### src/rtl/beat_interval_meter.sv
// Measures the time between successive beat pulses in prescaled ticks, with a
// refractory window after each accepted beat and a no-signal timeout.
module beat_interval_meter #(
    parameter int TICK_DIV = 1000,
    parameter int REFRACT  = 20
) (
    input  logic       clk,
    input  logic       rst_n,
    input  logic       ena,
    input  logic       beat_in,
    input  logic       ready,
    output logic [7:0] interval,
    output logic       valid,
    output logic       overrun,
    output logic       no_signal
);

    localparam logic [15:0] TICK_LAST   = 16'(TICK_DIV - 1);
    localparam logic [7:0]  REFRACT_CNT = 8'(REFRACT);

    typedef enum logic [1:0] {
        ST_WAIT_FIRST,
        ST_REFRACT,
        ST_ARMED
    } state_t;

    state_t      state;
    state_t      state_next;
    logic        sync1;
    logic        sync2;
    logic        sync_prev;
    logic        beat_edge;
    logic [15:0] prescaler;
    logic [7:0]  tick_count;
    logic [7:0]  tick_count_inc;
    logic        tick;
    logic        accept;
    logic        publish;
    logic        timeout;
    logic        clear_no_signal;
    logic [7:0]  publish_value;

    assign beat_edge      = sync2 & ~sync_prev;
    assign tick           = (prescaler == TICK_LAST);
    assign tick_count_inc = (tick_count == 8'hFF) ? 8'hFF : tick_count + 8'd1;
    // A tick landing in the same cycle as the beat still belongs to this interval.
    assign publish_value  = tick ? tick_count_inc : tick_count;

    always_ff @(posedge clk or negedge rst_n) begin
        if (!rst_n) begin
            sync1     <= 1'b0;
            sync2     <= 1'b0;
            sync_prev <= 1'b0;
        end else begin
            sync1     <= beat_in;
            sync2     <= sync1;
            sync_prev <= sync2;
        end
    end

    always_ff @(posedge clk or negedge rst_n) begin
        if (!rst_n) begin
            state <= ST_WAIT_FIRST;
        end else begin
            state <= state_next;
        end
    end

    always_comb begin
        state_next      = state;
        accept          = 1'b0;
        publish         = 1'b0;
        timeout         = 1'b0;
        clear_no_signal = 1'b0;
        if (!ena) begin
            state_next = ST_WAIT_FIRST;
        end else begin
            case (state)
                ST_WAIT_FIRST: begin
                    if (beat_edge) begin
                        accept          = 1'b1;
                        clear_no_signal = 1'b1;
                        state_next      = ST_REFRACT;
                    end
                end
                ST_REFRACT: begin
                    if (tick_count >= REFRACT_CNT) begin
                        state_next = ST_ARMED;
                    end
                end
                ST_ARMED: begin
                    // A beat arriving together with the timeout takes priority.
                    if (beat_edge) begin
                        accept     = 1'b1;
                        publish    = 1'b1;
                        state_next = ST_REFRACT;
                    end else if (tick_count == 8'hFF) begin
                        timeout    = 1'b1;
                        state_next = ST_WAIT_FIRST;
                    end
                end
                default: begin
                    state_next = ST_WAIT_FIRST;
                end
            endcase
        end
    end

    always_ff @(posedge clk or negedge rst_n) begin
        if (!rst_n) begin
            prescaler  <= 16'd0;
            tick_count <= 8'd0;
        end else if (!ena || accept) begin
            prescaler  <= 16'd0;
            tick_count <= 8'd0;
        end else begin
            prescaler <= tick ? 16'd0 : prescaler + 16'd1;
            if (tick) begin
                tick_count <= tick_count_inc;
            end
        end
    end

    // Result handshake keeps running even while the block is disabled.
    always_ff @(posedge clk or negedge rst_n) begin
        if (!rst_n) begin
            interval  <= 8'd0;
            valid     <= 1'b0;
            overrun   <= 1'b0;
            no_signal <= 1'b0;
        end else begin
            if (publish) begin
                interval <= publish_value;
                valid    <= 1'b1;
                if (valid && !ready) begin
                    overrun <= 1'b1;
                end
            end else if (valid && ready) begin
                valid <= 1'b0;
            end
            if (timeout) begin
                no_signal <= 1'b1;
            end else if (clear_no_signal) begin
                no_signal <= 1'b0;
            end
        end
    end

endmodule

### config.mk
export PLATFORM = sky130hd
export DESIGN_NAME = beat_interval_meter
export DESIGN_NICKNAME = d
export VERILOG_FILES = /design/src/rtl/beat_interval_meter.sv
export SDC_FILE = /design/constraint.sdc
export NUM_CORES = 1
export LEC_CHECK = 0
export BUFFER_PORTS_ARGS = -buffer_cell sky130_fd_sc_hd__buf_2
export CORE_ASPECT_RATIO = 1.4
export CORE_MARGIN = 2
export CORE_UTILIZATION = 42
export CTS_CLUSTER_SIZE = 24
export DETAILED_ROUTE_END_ITERATION = 8
export PLACE_DENSITY = 0.64
export SYNTH_ARGS = -nofsm -noshare
export SYNTH_HDL_FRONTEND = slang
export SYNTH_SLANG_ARGS = --single-unit
### constraint.sdc
create_clock -name clk -period 2.05 [get_ports clk]
set_input_delay 0.41 -clock clk [delete_from_list [all_inputs] [get_ports clk]]
set_output_delay 0.41 -clock clk [all_outputs]
set_load 0.02 [all_outputs]
==> impl_metrics.toml, run 1 <==
[run_status]
outcome = "finished, final reports clean"

[clocking]
cts.htree.levels = 2
cts_buffer_depth = 2
clk_latency_ns = 0.29
clock-sinks = 40
cts_tree = "done"
path_clk_slew_ns = 0.08
numCtsBuffers = 5
cts_hold_buf = 0
cts_root_buffer = "clkbuf_8"

[timing]
worst_pin_slew_ns = 0.505
setup_viol = 0
hold_viol = 0
fmax_ghz = 0.497
fin_worst_skew_ns = 0.00568
tns_ns = 0
layout_min_cycle_time_ns = 2.01
slew_viol_final = 0
min_period_over_period_pct = 98.1
rsz0062_at_grt = "yes"
slew_headroom_pct = 66.3

[worst_setup_path]
cpMostUsedCell = "or4_4"
worst_setup_path_end_kind = "flop"
slowest_delay_ns = 0.56
critPathLaunchType = "flop"
crit_fanout = 3
cp_slowest_cell = "or4_4"
cp.required_ns = 2.28
crit_family = "simple AND/OR/NAND/NOR gates"
worstPathCellList = "or4_4, or4_4, or4_1, nand3_1"
arrival_ns = 2.24
criticalPathCategory = "flop to flop"
path_buf_inv = 0

[cells_and_area]
layout.nets = 254
diodes = 0
final_layout_size_suffix_gt1_share_pct = 23.1
final_cell_mix = "40 x dfrtp_1, 26 x buf_4, 25 x nor2_1"
area_growth_pct = 26.5
layout_commonest_cell = "dfrtp_1"
finalInstanceArea_sq_um = 2440

[pwr]
total_power_mw = 1.56
leakage_nw = 1.06
peakVddDrop_uv = 518
p_per_area_nw_per_um2 = 638

[hold_path]
hold_path.class = "input pin to async pin"

[logic_synthesis]
synth_area_sq_um = 1930
synth_cell_types = 34
synth_nets = 209
yosysWarnings = 0
synth_seq_cells = 40
ys_seq_area_share_pct = 51.8
syn_inst = 201
synth.avg_cell_area_sq_um = 9.61

[die]
die_h_microns = 84.2
top_level_ports = 16
die_x_microns = 61.3
die_area_sq_um = 5170
core_sq_um = 4460
num_rows = 29
initial_core_util_pct = 43.3

[detailed_routing]
wl_per_cell_microns = 12.9
drc = 0
vias_per_cell = 5.21
first_iter_violations = 80
postRouteAntennaNets = 0
drt_first_pass_iters = 4
wl_mm = 3.99
vias = 1610

[grt]
grt_pass1_vias = 1483
grt_usage_pct = 17.5
grt_first_pass_wirelength_mm = 6.88
antenna_found_initial = 0
grt_max_degree = 41
grt_remaining_overflow = 0

[placed_design]
place_area_sq_um = 2260
dpl.hpwl_mm = 2.86
gp_congestion = 0.804
io_buffers = 15

[flow_run]
drv_cap = 0
==> per-stage QoR <==
step | utilization [%] | cells | hold slack, ns | setup WS, ns
after floorplan | - | 201 | 0.114 | -0.0402
after global placement | 50.6 | 297 | 0.335 | -0.0145
after detailed placement | 50.6 | 297 | 0.338 | -0.0177
after CTS | 53.9 | 307 | 0.182 | 0.0396
after global routing | 54.8 | 309 | 0.210 | -0.0192
final | 54.8 | 309 | 0.169 | 0.0390
==> Yosys cell counts <==
cell,n,area share (%)
xnor2_1,12,5.4
nor4_2,1,0.65
a21oi_1,5,1.3
o21bai_1,2,0.78
and3_1,2,0.65
nor4bb_1,3,1.6
o211ai_1,1,0.39
or4_4,2,1.2
o21ai_0,6,1.6
nand4_1,7,2.3
nand2_1,20,3.9
nor3_1,15,3.9
nor4_1,7,2.3
a21boi_0,1,0.39
mux2i_1,2,1.0
or4_1,2,0.78
and2_1,2,0.65
clkbuf_1,4,0.78
xor2_1,2,0.91
or3_1,1,0.32
o22ai_1,2,0.65
nand2b_1,3,0.97
nor2_1,25,4.9
nor4b_1,1,0.45
o31ai_1,5,1.9
inv_1,9,1.7
a41oi_1,2,0.91
o21ai_1,1,0.26
dfrtp_1,40,52
o21a_1,1,0.39
ha_1,3,1.9
nand3_1,9,2.3
a31oi_1,2,0.65
and4_1,1,0.45
==> final cells by class <==
class	count	area [sq um]
multi-input cells	148	915
clock buffers	7	96.3
flip-flops and latches	40	1000
repair buffers	42	290
fillers	410	2020
inverters	9	33.8
well taps	62	77.6
clock inverters	1	30.0
==> worst paths after layout <==
kind	from	to	slack [ns]	depth (start not counted)
hold / removal	rst_n	overrun$_DFFE_PN0P_	0.17	2
hold reg to reg	sync1$_DFF_PN0_	sync2$_DFF_PN0_	0.35	0
min in group clk	beat_in	sync1$_DFF_PN0_	0.22	1
setup reg to reg	prescaler[10]$_DFF_PN0_	interval[7]$_DFFE_PN0P_	0.04	4
setup / recovery	prescaler[10]$_DFF_PN0_	interval[7]$_DFFE_PN0P_	0.04	4
max in group asynchronous	rst_n	prescaler[1]$_DFF_PN0_	1.53	2
==> registers in the layout (all words and copies together), names as in the netlist <==
register	count
prescaler	16
interval	8
tick_count	8
state	2
no_signal	1
overrun	1
sync1	1
sync2	1
sync_prev	1
valid	1
==> kinds of logic (layout without fill, tap and decap cells) <==
logic type	count (synthesis)	after routing	synth area share (%)
AND/OR/NAND/NOR	101	101	27.1
flip-flops	40	40	51.8
multiplexers	2	2	1.04
AO/OA/AOI/OAI	28	28	9.20
XOR/XNOR	14	14	6.35
adder cells (fa/ha/maj)	3	3	1.94
buffers and inverters	13	59	2.53
==> layer usage <==
| layer | up-vias | share of wire [%] | routed length (microns) | track usage (%) |
|---|---|---|---|---|
| met5 | - | 0 | 0 | 0 |
| met4 | 0 | 1.4 | 56 | 6.32 |
| met3 | 5 | 2.9 | 116 | 4.31 |
| met2 | 22 | 54 | 2140 | 28.6 |
| met1 | 772 | 42 | 1680 | 21.8 |
| li1 | 811 | - | - | - |
==> where the power goes <==
part / switching [mW] / leakage (nW) / internal (mW) / total (mW)
Combinational: 0.0390 / 0.444 / 0.0231 / 0.0621
Clock: 0.265 / 0.0645 / 0.429 / 0.694
Sequential: 0.00604 / 0.549 / 0.797 / 0.803
Total: 0.310 / 1.06 / 1.25 / 1.56
==> timing repair <==
| item | CTS | global route |
|---|---|---|
| resized for setup | 1 | 3 |
| buffers inserted | 2 | 2 |
| endpoints found under the setup margin | 2 | 7 |
| pin swaps | 3 | 4 |
| cloned | 0 | 0 |
Power figures use the tool's default switching activity.
==> run 2, diff against run 1 <==
--- a/config.mk
+++ b/config.mk
@@ -6,12 +6,14 @@
 export NUM_CORES = 1
 export LEC_CHECK = 0
 export BUFFER_PORTS_ARGS = -buffer_cell sky130_fd_sc_hd__buf_2
+export CELL_PAD_IN_SITES_DETAIL_PLACEMENT = 0
+export CELL_PAD_IN_SITES_GLOBAL_PLACEMENT = 1
 export CORE_ASPECT_RATIO = 1.4
 export CORE_MARGIN = 2
-export CORE_UTILIZATION = 42
+export CORE_UTILIZATION = 41
 export CTS_CLUSTER_SIZE = 24
 export DETAILED_ROUTE_END_ITERATION = 8
-export PLACE_DENSITY = 0.64
+export PLACE_DENSITY = 0.76
 export SYNTH_ARGS = -nofsm -noshare
 export SYNTH_HDL_FRONTEND = slang
 export SYNTH_SLANG_ARGS = --single-unit
==> run 2 against run 1 <==
  * The run now ends with negative setup slack left
  * Cell count decreased by 2.3%
  * First-iteration DRC count decreased by 43%
  * Maximum frequency decreased by 2.2%
  * Power decreased by 11%
  * Sequential share of layout area increased by 1.8 points
  * Register-to-register slack got worse by 0.04 ns
  * Clock-buffer cell count increased by 1
  * Cell area decreased by 4.2%
  * Non-clock buffer count decreased by 7
  * Worst setup slack got worse by 0.045 ns
  * Via count decreased by 4.2%
  * Utilization decreased by 3.1 points
  * Critical path type unchanged
==> impl_metrics.toml, run 2 (synthesis gave the netlist of run 1 again) <==
[grt]
busiest_layer = "met2"
use_met2_pct = 29.9
grt_pass1_vias = 1520
grt_first_pass_wirelength_mm = 6.80
grt_max_degree = 41
grt_usage_pct = 16.9
grtUsageMet3_pct = 3.66
antenna_found_initial = 0
grt_use_met1_pct = 19.8
grt_remaining_overflow = 0

[die]
die_h_microns = 85.2
initial_core_util_pct = 42.6
num_rows = 29
die_x_microns = 62.0
die_area_sq_um = 5280
core_sq_um = 4540
top_level_ports = 16

[timing]
worst_pin_slew_ns = 0.492
tns_ns = -0.00590
fin_ws_ns = -0.00590
setup_viol = 1
slew_viol_final = 0
fin_worst_skew_ns = 0.00796
fmax_ghz = 0.486
hold_viol = 0
rsz0062_at_grt = "yes"
min_period_over_period_pct = 100
layout_min_cycle_time_ns = 2.06
slew_headroom_pct = 67.2

[cells_and_area]
final_cell_mix = "40 x dfrtp_1, 25 x nor2_1, 20 x nand2_1"
finalNonFillerCells = 302
final_layout_size_suffix_gt1_share_pct = 20.0
layout.nets = 247
top_regs = "prescaler (16), interval (8), tick_count (8)"
diodes = 0
largest_reg_flops = 16
regMostFlops = "prescaler"
layout_commonest_cell = "dfrtp_1"
area_growth_pct = 21.2
finalInstanceArea_sq_um = 2340

[clocking]
cts_setup_buffers = 0
cts_buffer_depth = 2
cts_root_buffer = "clkbuf_8"
numCtsBuffers = 5
cts.htree.levels = 2
clk_latency_ns = 0.28
cts_tree = "done"
cts_hold_buf = 0
path_clk_slew_ns = 0.08
clock-sinks = 40

[placed_design]
gp_congestion = 0.819
dpl_worst_slack_ns = -0.0497
place_area_sq_um = 2240
place_inst = 294
io_buffers = 15
dpl.hpwl_mm = 2.92

[detailed_routing]
vias_per_cell = 5.11
drt_first_pass_iters = 4
vias = 1543
first_iter_violations = 46
postRouteAntennaNets = 0
wl_per_cell_microns = 13.2
drc = 0
wl_mm = 3.97

[worst_setup_path]
cp-endpoint = "interval[7]$_DFFE_PN0P_"
startpoint = "prescaler[10]$_DFF_PN0_"
r2r-start = "prescaler[10]$_DFF_PN0_"
arrival_ns = 2.27
r2r_slack_ns = -0.006
criticalPathCategory = "flop to flop"
r2r-end = "interval[7]$_DFFE_PN0P_"
r2r_cells = 4
crit_fanout = 4
worst_setup_path_end_kind = "flop"
critPathLaunchType = "flop"
cp.required_ns = 2.27

[pwr]
leakage_nw = 1.00
p_per_area_nw_per_um2 = 595
peakVddDrop_uv = 324

[hold_path]
hold_path.class = "input pin to async pin"

[flow_run]
drv_cap = 0

[run_status]
violations = "negative setup slack"
outcome = "finished, violations left"
## run 2: cell types whose count changed in the layout (fill, tap and decap cells not counted), sizes merged
cell    previous run  this run
buf               42        35
bufinv             1         0
clkbuf             7         8
## run 2: per-layer routing
layer  vias to the layer above  share of wire (%)
met5                         -                  0
met4                         0               0.28
met1                       732                 44
met3                         2                1.9
met2                        12                 54
li1                        797                  -
## run 2: what timing repair did
| item | in CTS | in global routing |
|---|---|---|
| resized for setup | 1 | 2 |
| gates cloned | 0 | 0 |
| pin swaps | 3 | 1 |
| setup endpoints to repair | 2 | 6 |
## run 2: worst min path at each step
stage,startpoint,endpoint,slack [ns],cells past startpoint
floorplan,rst_n,interval[0]$_DFFE_PN0P_,0.11,0
global placement,sync1$_DFF_PN0_,sync2$_DFF_PN0_,0.33,0
detailed placement,sync1$_DFF_PN0_,sync2$_DFF_PN0_,0.34,0
CTS,rst_n,interval[0]$_DFFE_PN0P_,0.18,2
global route,rst_n,interval[0]$_DFFE_PN0P_,0.21,2
finish,rst_n,interval[0]$_DFFE_PN0P_,0.16,2
## run 2: power by group
part / switching [mW] / internal (mW) / leakage [nW]
clock network: 0.255 / 0.275 / 0.0455
logic: 0.0376 / 0.0218 / 0.405
registers: 0.00656 / 0.797 / 0.549
total: 0.299 / 1.09 / 1.00
## run 2: area by class of cell
cell class                 count  area (sq um)
fill                         438          2190
tap                           62          77.6
sequential                    40          1000
timing repair buffer          35           238
clock buffer                   8          90.1
multi-input combinational    148           901
inverter                       9          33.8
## run 2: through the flow
step,util (%),hold slack (ns),total power [mW]
detailed placement,49.3,0.338,0.880
global placement,49.3,0.331,0.880
floorplan,-,0.114,0.842
global route,51.6,0.211,1.46
finish,51.6,0.164,1.39
CTS,51.4,0.179,1.42
## run 2: worst max-delay path, cell delays in order, from the launching register on
cell and delay [ns]:
dfrtp_1 0.38, or4_4 0.54, or4_4 0.58, or4_1 0.42, nand3_1 0.08
==> run 3, diff against run 2 <==
--- a/config.mk
+++ b/config.mk
@@ -10,10 +10,12 @@
 export CELL_PAD_IN_SITES_GLOBAL_PLACEMENT = 1
 export CORE_ASPECT_RATIO = 1.4
 export CORE_MARGIN = 2
-export CORE_UTILIZATION = 41
+export CORE_UTILIZATION = 40
 export CTS_CLUSTER_SIZE = 24
 export DETAILED_ROUTE_END_ITERATION = 8
-export PLACE_DENSITY = 0.76
+export PLACE_DENSITY = 0.75
+export REMOVE_ABC_BUFFERS = 1
+export SLEW_MARGIN = 20
 export SYNTH_ARGS = -nofsm -noshare
 export SYNTH_HDL_FRONTEND = slang
 export SYNTH_SLANG_ARGS = --single-unit
==> run 3 against run 2 <==
  * The run now ends clean
  * Sequential power barely moved
  * Via count rose by 4.0%
  * Power fell by 2.3%
  * Sequential cell count did not move
  * Worst hold slack got worse by 0.085 ns
  * Clock skew fell by 0.0032 ns
  * Combinational power rose by 7.1%
  * Utilization rose by 1.2 points
  * Maximum frequency rose by 1.1%
  * Cell count rose by 2.3%
  * Highest routed layer unchanged
==> impl_metrics.toml, run 3 (synthesis gave the netlist of run 1 again) <==
[timing]
min_period_over_period_pct = 99.2
rsz0062_at_grt = "yes"
hold_viol = 0
fin_worst_skew_ns = 0.00480
setup_viol = 0
layout_min_cycle_time_ns = 2.03
slew_headroom_pct = 64.7
worst_pin_slew_ns = 0.523
fmax_ghz = 0.492
slew_viol_final = 0

[placed_design]
dpl.hpwl_mm = 3.00
io_buffers = 15
place_area_sq_um = 2280
gp_congestion = 0.800

[detailed_routing]
postRouteAntennaNets = 0
wl_per_cell_microns = 13.7
vias = 1605
wl_mm = 4.23
drt_first_pass_iters = 5
drc = 0
vias_per_cell = 5.19
first_iter_violations = 52

[cells_and_area]
layout.nets = 255
area_growth_pct = 26.0
final_cell_mix = "40 x dfrtp_1, 25 x nor2_1, 24 x buf_4"
diodes = 0
layout_commonest_cell = "dfrtp_1"
largest_reg_flops = 16
finalInstanceArea_sq_um = 2430
n_fill_cell = 445
top_regs = "prescaler (16), interval (8), tick_count (8)"
utilization_pct = 52.8
final_layout_size_suffix_gt1_share_pct = 23.5
regMostFlops = "prescaler"

[worst_setup_path]
cpMostUsedCell = "or4_4"
path_buf_inv = 0
worst_setup_path_end_kind = "flop"
cp_slowest_cell = "or4_4"
arrival_ns = 2.26
crit_fanout = 3
r2r_slack_ns = 0.02
criticalPathCategory = "flop to flop"
critPathLaunchType = "flop"
cp.required_ns = 2.28
crit_family = "simple AND/OR/NAND/NOR gates"
worstPathCellList = "or4_4, or4_4, or4_1, nand3_1"
slowest_delay_ns = 0.57

[die]
die_x_microns = 62.7
core_sq_um = 4610
num_rows = 29
top_level_ports = 16
initial_core_util_pct = 41.9
die_h_microns = 86.2
die_area_sq_um = 5410

[grt]
grt_first_pass_wirelength_mm = 7.57
grt_max_degree = 41
grt_usage_pct = 17.8
grt_remaining_overflow = 0
grt_pass1_vias = 1642
antenna_found_initial = 0

[clocking]
clk_latency_ns = 0.29
cts_root_buffer = "clkbuf_8"
clock-sinks = 40
numCtsBuffers = 5
cts_hold_buf = 0
cts_tree = "done"
path_clk_slew_ns = 0.07
cts_buffer_depth = 2
cts.htree.levels = 2

[pwr]
p_per_area_nw_per_um2 = 559
leakage_nw = 1.05
peakVddDrop_uv = 362

[run_status]
outcome = "finished, final reports clean"

[hold_path]
hold_path.class = "input pin to async pin"

[flow_run]
drv_cap = 0
-- run 3: worst register-to-register path, cell delays in order (launching register included) --
cell and delay, ns:
dfrtp_1 0.38, or4_4 0.54, or4_4 0.57, or4_1 0.41, nand3_1 0.08
-- run 3: power breakdown --
part / switching [mW] / internal, mW / leakage, nW
logic: 0.0388 / 0.0248 / 0.455
clock network: 0.261 / 0.232 / 0.0410
registers: 0.00623 / 0.797 / 0.549
-- run 3: path summary, 6_finish.rpt --
path | startpoint | to | depth (start not counted)
worst min-delay path | rst_n | state[0]$_DFFE_PN0P_ | 2
max in group asynchronous | rst_n | overrun$_DFFE_PN0P_ | 2
min in group clk | beat_in | sync1$_DFF_PN0_ | 1
worst min register to register | sync1$_DFF_PN0_ | sync2$_DFF_PN0_ | 0
worst max register to register | prescaler[12]$_DFF_PN0_ | interval[7]$_DFFE_PN0P_ | 4
worst max-delay path | prescaler[12]$_DFF_PN0_ | interval[7]$_DFFE_PN0P_ | 4
-- run 3: timing repair --
item / 4_1_cts / 5_1_grt
gates resized for setup: 2 / 7
setup buffers: 0 / 3
pin swaps: 3 / 6
setup endpoints to repair: 2 / 10
gates cloned: 0 / 0
-- run 3: final cells by class --
cell class	instances	area [sq um]	area share (%)
repair buffers	43	318	13.1
clock inverters	1	5.00	0.206
multi-input cells	148	926	38.0
well taps	62	77.6	3.19
clock buffers	6	72.6	2.98
flip-flops and latches	40	1000	41.1
inverters	9	33.8	1.39
-- run 3: metrics by stage --
stage	setup slack [ns]	power (mW)	std cells	hold slack (ns)	TNS, ns
3_5_place_dp	-0.0793	0.885	299	0.343	-0.109
2_1_floorplan	-0.111	0.840	197	0.114	-0.136
5_1_grt	-0.0433	1.43	309	0.0995	-0.0913
3_3_place_gp	-0.0464	0.885	299	0.332	-0.0464
4_1_cts	0.0127	1.38	306	0.0849	0
6_report	0.0173	1.36	309	0.0787	0
-- run 3: per-layer routing --
layer	share of wire, %	vias to the layer above	global-route usage (%)
li1	-	806	-
met1	42	770	20.3
met2	54	24	32.8
met3	2.6	5	4.03
met4	1.1	0	6.06
met5	0	-	0
